**src/rtl/stage4ma_pkg.sv**
```systemverilog
// rtl/stage4ma_pkg.sv - shared opcodes, flag positions, stage states and WB field bundle
package stage4ma_pkg;

  // Memory opcodes in instr[23:16]; everything else retires straight through
  localparam logic [7:0] OPC_R_ADD = 8'h01;
  localparam logic [7:0] OPC_R_LD  = 8'h10;
  localparam logic [7:0] OPC_I_LDi = 8'h11;
  localparam logic [7:0] OPC_R_ST  = 8'h12;
  localparam logic [7:0] OPC_I_STi = 8'h13;

  // Flag bit positions inside the 4-bit flags word
  localparam int FLAG_Z = 0;
  localparam int FLAG_C = 1;
  localparam int FLAG_N = 2;
  localparam int FLAG_V = 3;

  // Memory handshake FSM encoding
  typedef enum logic {
    ST_IDLE = 1'b0,
    ST_WAIT = 1'b1
  } state_t;

  // Fields carried unchanged from EX to WB
  typedef struct packed {
    logic [23:0] pc;
    logic [23:0] instr;
    logic [3:0]  tgt_gp;
    logic [3:0]  tgt_sr;
    logic [3:0]  flags;
    logic        branch;
  } wb_t;

  function automatic logic is_ld_op(input logic [7:0] opc);
    return (opc == OPC_R_LD) || (opc == OPC_I_LDi);
  endfunction

  function automatic logic is_st_op(input logic [7:0] opc);
    return (opc == OPC_R_ST) || (opc == OPC_I_STi);
  endfunction

endpackage

```
**src/rtl/stage4ma_if.sv**
```systemverilog
// rtl/stage4ma_if.sv - req/ack data-memory port
interface stage4ma_if;
  logic        mem_req;
  logic        mem_we;
  logic [23:0] mem_addr;
  logic [23:0] mem_wdata;
  logic [23:0] mem_rdata;
  logic        mem_ack;

  modport master (
    output mem_req, mem_we, mem_addr, mem_wdata,
    input  mem_rdata, mem_ack
  );

  modport slave (
    input  mem_req, mem_we, mem_addr, mem_wdata,
    output mem_rdata, mem_ack
  );
endinterface

```
**src/rtl/stage4ma_memctl.sv**
```systemverilog
// rtl/stage4ma_memctl.sv - memory handshake FSM, timeout counter and request registers
module stage4ma_memctl
  import stage4ma_pkg::*;
#(
  parameter int TIMEOUT_CYCLES = 255
) (
  input  logic        clk,
  input  logic        rst,
  input  logic        start_i,
  input  logic        is_st_i,
  input  logic [23:0] addr_i,
  input  logic [23:0] wdata_i,
  output logic        wait_o,
  output logic        retire_o,
  output logic [23:0] result_o,
  output logic        fault_o,
  stage4ma_if.master  mem
);

  localparam int CW = $clog2(TIMEOUT_CYCLES + 1);

  state_t         state_q, state_d;
  logic [CW-1:0]  cnt_q, cnt_d, cnt_inc;
  logic           req_q, req_d;
  logic           we_q, we_d;
  logic [23:0]    addr_q, addr_d;
  logic [23:0]    wdata_q, wdata_d;
  logic           fault_q, fault_d;

  assign cnt_inc = cnt_q + CW'(1);

  // Next state: issue in IDLE, hold request in WAIT until ack or timeout (ack has priority)
  always_comb begin
    state_d  = state_q;
    cnt_d    = cnt_q;
    req_d    = req_q;
    we_d     = we_q;
    addr_d   = addr_q;
    wdata_d  = wdata_q;
    fault_d  = fault_q;
    retire_o = 1'b0;
    result_o = '0;
    case (state_q)
      ST_IDLE: begin
        if (start_i) begin
          state_d = ST_WAIT;
          cnt_d   = '0;
          req_d   = 1'b1;
          we_d    = is_st_i;
          addr_d  = addr_i;
          wdata_d = is_st_i ? wdata_i : 24'h0;
        end
      end
      ST_WAIT: begin
        cnt_d = cnt_inc;
        if (mem.mem_ack) begin
          state_d  = ST_IDLE;
          req_d    = 1'b0;
          retire_o = 1'b1;
          result_o = we_q ? addr_q : mem.mem_rdata;
        end else if (cnt_inc == CW'(TIMEOUT_CYCLES)) begin
          state_d  = ST_IDLE;
          req_d    = 1'b0;
          fault_d  = 1'b1;
          retire_o = 1'b1;
          result_o = '0;
        end
      end
    endcase
  end

  // State and request registers; reset drops mem_req at once
  always_ff @(posedge clk or posedge rst) begin
    if (rst) begin
      state_q <= ST_IDLE;
      cnt_q   <= '0;
      req_q   <= 1'b0;
      we_q    <= 1'b0;
      addr_q  <= '0;
      wdata_q <= '0;
      fault_q <= 1'b0;
    end else begin
      state_q <= state_d;
      cnt_q   <= cnt_d;
      req_q   <= req_d;
      we_q    <= we_d;
      addr_q  <= addr_d;
      wdata_q <= wdata_d;
      fault_q <= fault_d;
    end
  end

  assign wait_o        = (state_q == ST_WAIT);
  assign fault_o       = fault_q;
  assign mem.mem_req   = req_q;
  assign mem.mem_we    = we_q;
  assign mem.mem_addr  = addr_q;
  assign mem.mem_wdata = wdata_q;

endmodule

```
**src/rtl/stage4ma.sv**
```systemverilog
// rtl/stage4ma.sv - memory-access pipeline stage between EX and WB
module stage4ma
  import stage4ma_pkg::*;
#(
  parameter int          TIMEOUT_CYCLES = 255,
  parameter logic [23:0] RESET_PC       = 24'h000000
) (
  input  logic        clk,
  input  logic        rst,
  input  logic        enable_in,
  input  logic [23:0] pc_in,
  input  logic [23:0] instr_in,
  input  logic [3:0]  tgt_gp_in,
  input  logic [3:0]  tgt_sr_in,
  input  logic [23:0] result_in,
  input  logic [3:0]  flags_in,
  input  logic [23:0] store_data_in,
  input  logic        branch_taken_in,
  output logic        stall_out,
  stage4ma_if.master  mem,
  output logic        enable_out,
  output logic [23:0] pc_out,
  output logic [23:0] instr_out,
  output logic [3:0]  tgt_gp_out,
  output logic [3:0]  tgt_sr_out,
  output logic [23:0] result_out,
  output logic [3:0]  flags_out,
  output logic        branch_taken_out,
  output logic        fault_out
);

  localparam wb_t WB_RESET = '{pc: RESET_PC, instr: 24'h0, tgt_gp: 4'h0,
                               tgt_sr: 4'h0, flags: 4'h0, branch: 1'b0};

  logic        is_ld, is_st, is_mem;
  logic        in_wait, start, retire;
  logic [23:0] mem_result;
  wb_t         in_fields;
  wb_t         hold_q, hold_d;
  wb_t         wb_q, wb_d;
  logic [23:0] res_q, res_d;
  logic        en_q, en_d;

  assign is_ld     = is_ld_op(instr_in[23:16]);
  assign is_st     = is_st_op(instr_in[23:16]);
  assign is_mem    = enable_in & (is_ld | is_st);
  assign start     = !in_wait & is_mem;
  assign stall_out = in_wait | (!in_wait & is_mem);
  assign in_fields = '{pc: pc_in, instr: instr_in, tgt_gp: tgt_gp_in,
                       tgt_sr: tgt_sr_in, flags: flags_in, branch: branch_taken_in};

  stage4ma_memctl #(
    .TIMEOUT_CYCLES(TIMEOUT_CYCLES)
  ) u_memctl (
    .clk      (clk),
    .rst      (rst),
    .start_i  (start),
    .is_st_i  (is_st),
    .addr_i   (result_in),
    .wdata_i  (store_data_in),
    .wait_o   (in_wait),
    .retire_o (retire),
    .result_o (mem_result),
    .fault_o  (fault_out),
    .mem      (mem)
  );

  // Capture the memory instruction's pass-through fields while it waits on memory
  always_comb begin
    hold_d = hold_q;
    if (start) hold_d = in_fields;
  end

  // WB latch: retire a finished memory op, or a non-memory op straight from EX
  always_comb begin
    wb_d  = wb_q;
    res_d = res_q;
    en_d  = 1'b0;
    if (retire) begin
      wb_d  = hold_q;
      res_d = mem_result;
      en_d  = 1'b1;
    end else if (!in_wait && enable_in && !is_mem) begin
      wb_d  = in_fields;
      res_d = result_in;
      en_d  = 1'b1;
    end
  end

  // Holding and WB registers
  always_ff @(posedge clk or posedge rst) begin
    if (rst) begin
      hold_q <= '0;
      wb_q   <= WB_RESET;
      res_q  <= '0;
      en_q   <= 1'b0;
    end else begin
      hold_q <= hold_d;
      wb_q   <= wb_d;
      res_q  <= res_d;
      en_q   <= en_d;
    end
  end

  assign enable_out       = en_q;
  assign pc_out           = wb_q.pc;
  assign instr_out        = wb_q.instr;
  assign tgt_gp_out       = wb_q.tgt_gp;
  assign tgt_sr_out       = wb_q.tgt_sr;
  assign flags_out        = wb_q.flags;
  assign branch_taken_out = wb_q.branch;
  assign result_out       = res_q;

endmodule

```
**src/flat_wrapper.sv**
```systemverilog
// flat-port wrapper written by rule: the top's interface ports become plain ports
module stage4ma_flat import stage4ma_pkg::*;
#(
  parameter int          TIMEOUT_CYCLES = 255,
  parameter logic [23:0] RESET_PC       = 24'h000000
)
  (clk, rst, enable_in, pc_in, instr_in, tgt_gp_in, tgt_sr_in, result_in, flags_in, store_data_in, branch_taken_in, stall_out, enable_out, pc_out, instr_out, tgt_gp_out, tgt_sr_out, result_out, flags_out, branch_taken_out, fault_out, mem_mem_req, mem_mem_we, mem_mem_addr, mem_mem_wdata, mem_mem_rdata, mem_mem_ack);
  stage4ma_if mem_i ();
  input  logic clk;
  input  logic rst;
  input  logic enable_in;
  input  logic [23:0] pc_in;
  input  logic [23:0] instr_in;
  input  logic [3:0] tgt_gp_in;
  input  logic [3:0] tgt_sr_in;
  input  logic [23:0] result_in;
  input  logic [3:0] flags_in;
  input  logic [23:0] store_data_in;
  input  logic branch_taken_in;
  output logic stall_out;
  output logic enable_out;
  output logic [23:0] pc_out;
  output logic [23:0] instr_out;
  output logic [3:0] tgt_gp_out;
  output logic [3:0] tgt_sr_out;
  output logic [23:0] result_out;
  output logic [3:0] flags_out;
  output logic branch_taken_out;
  output logic fault_out;
  output wire logic [$bits(mem_i.mem_req)-1:0] mem_mem_req;
  output wire logic [$bits(mem_i.mem_we)-1:0] mem_mem_we;
  output wire logic [$bits(mem_i.mem_addr)-1:0] mem_mem_addr;
  output wire logic [$bits(mem_i.mem_wdata)-1:0] mem_mem_wdata;
  input wire logic [$bits(mem_i.mem_rdata)-1:0] mem_mem_rdata;
  input wire logic [$bits(mem_i.mem_ack)-1:0] mem_mem_ack;
  assign mem_mem_req = mem_i.mem_req;
  assign mem_mem_we = mem_i.mem_we;
  assign mem_mem_addr = mem_i.mem_addr;
  assign mem_mem_wdata = mem_i.mem_wdata;
  assign mem_i.mem_rdata = mem_mem_rdata;
  assign mem_i.mem_ack = mem_mem_ack;
  stage4ma #(.TIMEOUT_CYCLES(TIMEOUT_CYCLES), .RESET_PC(RESET_PC)) u_core (.clk(clk), .rst(rst), .enable_in(enable_in), .pc_in(pc_in), .instr_in(instr_in), .tgt_gp_in(tgt_gp_in), .tgt_sr_in(tgt_sr_in), .result_in(result_in), .flags_in(flags_in), .store_data_in(store_data_in), .branch_taken_in(branch_taken_in), .stall_out(stall_out), .mem(mem_i), .enable_out(enable_out), .pc_out(pc_out), .instr_out(instr_out), .tgt_gp_out(tgt_gp_out), .tgt_sr_out(tgt_sr_out), .result_out(result_out), .flags_out(flags_out), .branch_taken_out(branch_taken_out), .fault_out(fault_out));
endmodule
```
**config.mk**
```make
export PLATFORM = sky130hd
export DESIGN_NAME = stage4ma_flat
export DESIGN_NICKNAME = d
export VERILOG_FILES = /design/src/rtl/stage4ma_pkg.sv /design/src/rtl/stage4ma_if.sv /design/src/rtl/stage4ma_memctl.sv /design/src/rtl/stage4ma.sv /design/src/flat_wrapper.sv
export SDC_FILE = /design/constraint.sdc
export NUM_CORES = 1
export LEC_CHECK = 0
export BUFFER_PORTS_ARGS = -buffer_cell sky130_fd_sc_hd__buf_2
export CORE_MARGIN = 2
export CORE_UTILIZATION = 56
export CTS_CLUSTER_DIAMETER = 50
export DETAILED_ROUTE_END_ITERATION = 8
export GPL_TIMING_DRIVEN = 0
export PLACE_DENSITY = 0.88
export SYNTH_ARGS = -nofsm -noshare
export SYNTH_HDL_FRONTEND = slang
export SYNTH_SLANG_ARGS = --single-unit
```
**constraint.sdc**
```tcl
create_clock -name clk -period 9.37 [get_ports clk]
set_input_delay 0.937 -clock clk [delete_from_list [all_inputs] [get_ports clk]]
set_output_delay 0.937 -clock clk [all_outputs]
set_load 0.01 [all_outputs]
```
# After elaboration in Yosys (flattened, before gate mapping)
# Index checks and enable logic that the tools add are counted.
dict set report totals {
  reg_bits 207
  latchBits 0
  mem_bits_rw 0
  romBits 0
  out_inout_bits 138
  wordCells 68
  memories 0
}
dict set report op_classes {
  n_addsub 1
  n_mul 0
  n_div 0
  order_cmp 0
  eq_ne 7
  shifts 0
  mux 23
  n_bitwise 6
  reduce_logical 10
}
# cell n
set ops {}
lappend ops {{two-way mux 24 bit} 6}
lappend ops {{two-way mux 61 bit} 2}
lappend ops {{== test 8 x 5 -> 1 bit (second input constant)} 4}
lappend ops {{one-hot mux 8 bit (2 select lines)} 1}
lappend ops {{two-way mux 1 bit} 11}
lappend ops {{adder 8 x 1 -> 8 bit (second input constant)} 1}
lappend ops {{== test 8 bit (second input constant)} 1}
lappend ops {{two-way mux 8 bit} 1}
lappend ops {{one-hot mux 1 bit (2 select lines)} 2}
lappend ops {{AND reduction 2 bit} 2}
lappend ops {{!= test 3 x 2 -> 1 bit (second input constant)} 1}
lappend ops {{AND reduction 3 bit} 1}
lappend ops {{AND 1 bit} 2}
lappend ops {{logical AND 1 bit} 2}
lappend ops {{logical NOT 1 bit} 2}
lappend ops {{logical OR 1 bit} 2}
lappend ops {{!= test 2 x 1 -> 1 bit (second input constant)} 1}
lappend ops {{inverter 1 bit} 2}
lappend ops {{OR 1 bit} 2}
lappend ops {{nonzero test 2 bit} 1}

# Depth between registers and ports, before layout
dict set report depth {
  word_depth 8
  mapped_depth 8
  ltp_nobuf 6
}

# Modules after synthesis
# A second synthesis with hierarchy kept.
dict set report unflattened {
  cells_unflattened 1078
  area_unflattened_um2 10711.5
}
# module instances cells_each area_each_um2
set modules_own_cells {}
lappend modules_own_cells {stage4ma 1 738 7803.7}
lappend modules_own_cells {stage4ma_memctl 1 340 2907.8}

# Worst setup path after synthesis
# No wires, ideal clock.
dict set report synth_path {
  path_type {input-to-output}
  startpoint {input port instr_in[21]}
  endpoint {output port stall_out}
  t_arrival_ns 1.956
  required_ns 8.433
  path_slack_ns 6.477
  stages 4
  n_path_buf 1
  cell_sequence {or4b_4 -> buf_6 -> o21a_1 -> inv_1}
}
dict set report synth_between {
  elab_chain_len 6
  word_cells_on_any_way 10
  cone_classes {eq/ne: 4; bitwise: 4; reduce/logical: 2}
}
# element line
set synth_lines {}
lappend synth_lines {{start: declaration} flat_wrapper.sv:13} ;# input logic [23:0] instr_in;
lappend synth_lines {{== test 8 x 5 -> 1 bit, on equally long branches} {stage4ma_pkg.sv:34, stage4ma_pkg.sv:38}}
lappend synth_lines {{logical OR 1 bit, on equally long branches} {stage4ma_pkg.sv:34, stage4ma_pkg.sv:38}}
lappend synth_lines {{OR 1 bit *} stage4ma.sv:46} ;# assign is_mem = enable_in & (is_ld | is_st);
lappend synth_lines {{AND 1 bit *} stage4ma.sv:46}
lappend synth_lines {{AND 1 bit *} stage4ma.sv:48} ;# assign stall_out = in_wait | (!in_wait & is_mem);
lappend synth_lines {{OR 1 bit *} stage4ma.sv:48}
lappend synth_lines {{end: declaration} flat_wrapper.sv:20} ;# output logic stall_out;
# Every way passes the cells marked *; elsewhere a longest branch is shown, timed or not.

# Worst setup path in the final report
# Same ends and word-level chain as after synthesis.

==> flow_summary.yaml <==
outcome:
  status: "completed"
timing:
  timing_worst_slew_pin_value_ns: 0.907
  rsz0062_at_grt: "no"
  fin_skew_ns: 0.00906
  setup_tns_ns: 0
  setup_viol_count_final: 0
  slew_viol_final: 0
  maxSlewHeadroom: 0.396
  finalCritPeriodShare: 0.340
  fmax_mhz: 314
  layout_min_cycle_time_ns: 3.19
  report.final.hold_viol_count: 0
detailed_routing:
  ant_nets: 0
  totalWireLength_mm: 24.8
  wire_per_inst_um: 17.8
  dr_total_vias: 7538
  detail_route.first_pass.iterations: 5
  route.detailed.drc: 0
  initialDrtViolationCount: 375
  via_per_inst: 5.43
logic_synthesis:
  yosys_warnings: 0
  synth_async_sr_flop_share: 1.00
  synth_seq_area_share: 0.565
  cells_after_synth: 855
  post_synthesis_sequential_element_count: 207
  syn-num-nets: 994
  yosys_most_used_dff: "sky130_fd_sc_hd__dfrtp_1"
  count_leader_synth: "sky130_fd_sc_hd__nand2_1"
  summed_instance_area_of_the_synthesized_netlist_um2: 9170
  syn_area_per_cell_um2: 10.7
  yosysUniqueCellTypes: 39
  synth_top_area_frac: 0.565
  netlist.top_cell.by_area: "sky130_fd_sc_hd__dfrtp_1"
  synth-edff-count: 0
  synth.top_cells.by_count: "sky130_fd_sc_hd__nand2_1, sky130_fd_sc_hd__dfrtp_1, sky130_fd_sc_hd__mux2_2"
  dominant_cells_by_area_after_synthesis: "sky130_fd_sc_hd__dfrtp_1, sky130_fd_sc_hd__nand2_1, sky130_fd_sc_hd__mux2_2"
min_path:
  min-delay-path-class: "flip-flop to flip-flop"
grt:
  grt_pass1_vias: 7672
  grt_use_total: 0.282
  grt_start_max_net_pins: 130
  antenna_found_initial: 1
  grt_pass1_wl_mm: 39.7
  global_route.overflow_total: 0
clocking:
  cts.hold.buffers_added: 0
  clock_tree_from_tritoncts: "done"
  post_cts_resize_count: 0
  max-clock-path-buffers: 3
  cts.root.buffer_cell: "sky130_fd_sc_hd__clkbuf_16"
  clk_pin_slew_ns: 0.06
  clkLatencyLatePin_ns: 0.51
  cts_setup_buffers: 0
  cts_num_sinks: 207
  cts-buffers-inserted: 24
  ctsHtreeMaxLevel: 1
setup_path:
  criticalPathCategory: "input pin to output port"
  worstPathRequired_ns: 8.43
  worstPathArrival_ns: 2.25
  timing.critical_path.to_type: "output port"
  critical-path-max-stage-delay_ns: 0.54
  worst_path_max_delay_cell: "sky130_fd_sc_hd__or4b_4"
  critPathLaunchType: "input pin"
  critical_path.cell_chain: "buf_2 > or4b_4 > buf_6 > o21a_1 > inv_1 > buf_2"
  path_max_fanout: 9
  crit_top_cell: "sky130_fd_sc_hd__buf_2"
placed_design:
  gp_congestion: 0.833
  dp_hpwl_mm: 17.4
  number_of_placed_cells_counting_well_taps: 1345
  port-buffer-count: 273
layout:
  num-nets-final: 1294
  final_core_utilization: 0.733
  final_cell_count_no_fill: 1389
  fillCellCount: 1086
  area_growth_pct: 27.5
  seqCellArea_um2: 5180
  drive_above_1_share: 0.398
  multiInputGateArea_um2: 3690
power_and_ir_drop:
  vdd_ir_drop_max_mv: 0.189
  pwr_density_cell_nw_per_um2: 260
  p_leak_uw: 0.00621
die:
  die_area_um2: 17400
  chipWidth_um: 132
  fp-row-count: 46
  initial_utilization: 0.575
  die_height_um: 132
  design.core.area_um2: 15900
  boundaryPins: 275
flow_run:
  cap_viol_max_count: 0
sequential cells by signal, summed over array words and instances (netlist names):
signal / cells
u_core.result_out: 24
u_core.flags_out: 4
u_core.u_memctl.cnt_q: 8
u_core.u_memctl.mem.mem_req: 1
u_core.u_memctl.wait_o: 1
u_core.u_memctl.mem.mem_wdata: 24
u_core.instr_out: 24
u_core.u_memctl.mem.mem_addr: 24
u_core.u_memctl.fault_o: 1
u_core.hold_q: 61
u_core.branch_taken_out: 1
u_core.pc_out: 24
u_core.tgt_sr_out: 4
u_core.u_memctl.mem.mem_we: 1
u_core.tgt_gp_out: 4
u_core.enable_out: 1
placed cells by master, fill, tap and decap left out, types with 3 or more instances in the layout:
cell type,count
sky130_fd_sc_hd__clkbuf_16,25
sky130_fd_sc_hd__mux2_4,24
sky130_fd_sc_hd__o22ai_1,24
sky130_fd_sc_hd__nand2_1,293
sky130_fd_sc_hd__mux2_2,92
sky130_fd_sc_hd__mux2_1,25
sky130_fd_sc_hd__clkbuf_1,29
sky130_fd_sc_hd__buf_6,3
sky130_fd_sc_hd__nand3_1,28
sky130_fd_sc_hd__buf_1,3
sky130_fd_sc_hd__a22o_1,6
sky130_fd_sc_hd__and2_1,7
sky130_fd_sc_hd__buf_4,6
sky130_fd_sc_hd__clkbuf_8,4
sky130_fd_sc_hd__dfrtp_1,207
sky130_fd_sc_hd__o21ai_0,12
sky130_fd_sc_hd__nor3_1,48
sky130_fd_sc_hd__bufinv_16,3
sky130_fd_sc_hd__inv_1,3
sky130_fd_sc_hd__clkinv_4,3
sky130_fd_sc_hd__buf_2,293
critical path, delay by kind of cell:
family / cells / cell delay (ns)
simple gates: 1 / 0.54
buf+inv: 4 / 0.50
compound gates: 1 / 0.28
kinds of logic after synthesis:
family | count (synthesis) | share of synthesized area
buffers and inverters | 62 | 0.0330
AOI/OAI and AO/OA | 50 | 0.0364
muxes | 141 | 0.183
xor gates and xnor gates | 2 | 0.00191
and+or+nand+nor | 391 | 0.178
DFF | 207 | 0.565
adders and majority gates | 2 | 0.00273
routing by layer:
metal | wire length [um] | global-route usage
met1 | 9570 | 0.346
met3 | 2210 | 0.0696
met2 | 12300 | 0.492
met4 | 691 | 0.0894
met5 | 0 | 0
stage by stage:
| stage | setup slack (ns) | power, uW | cell area (um2) | hold slack (ns) |
|---|---|---|---|---|
| after floorplan | 2.78 | 1730 | 9170 | 0.430 |
| after global placement | 0.599 | 2030 | 10800 | 0.445 |
| after detailed placement | 6.18 | 2070 | 10800 | 0.450 |
| after CTS | 6.18 | 3050 | 11700 | 0.464 |
| after global routing | 6.15 | 3180 | 11700 | 0.481 |
| final | 6.18 | 3030 | 11700 | 0.463 |
final cells by class:
cell class,count,share of cell area
Tap cell,216,0.0231
Buffer,58,0.0246
Multi-Input combinational cell,586,0.315
Inverter,4,0.00193
Clock buffer,32,0.0592
Clock inverter,11,0.0131
Sequential cell,207,0.443
Antenna cell,1,0.000214
Timing Repair Buffer,274,0.119
worst paths after layout:
kind	slack, ns	start	cells after the start	to
hold / removal	0.46	u_core.u_memctl.mem.mem_wdata[2]	2	u_core.u_memctl.mem.mem_wdata[2]
min in group asynchronous	0.62	rst	2	u_core.instr_out[19]
max in group asynchronous	7.87	rst	3	u_core.hold_q[50]
hold reg to reg	0.46	u_core.u_memctl.mem.mem_wdata[2]	2	u_core.u_memctl.mem.mem_wdata[2]
setup reg to reg	6.64	u_core.u_memctl.cnt_q[0]	6	u_core.flags_out[3]
setup / recovery	6.18	instr_in[21]	6	stall_out
power by group:
group	switching (uW)	total (uW)	leakage [uW]	internal, uW
registers	122	1230	0.00264	1100
clock network	372	976	0.000409	605
logic	419	832	0.00316	413
total	913	3030	0.00621	2120
(Power assumes the default switching activity.)
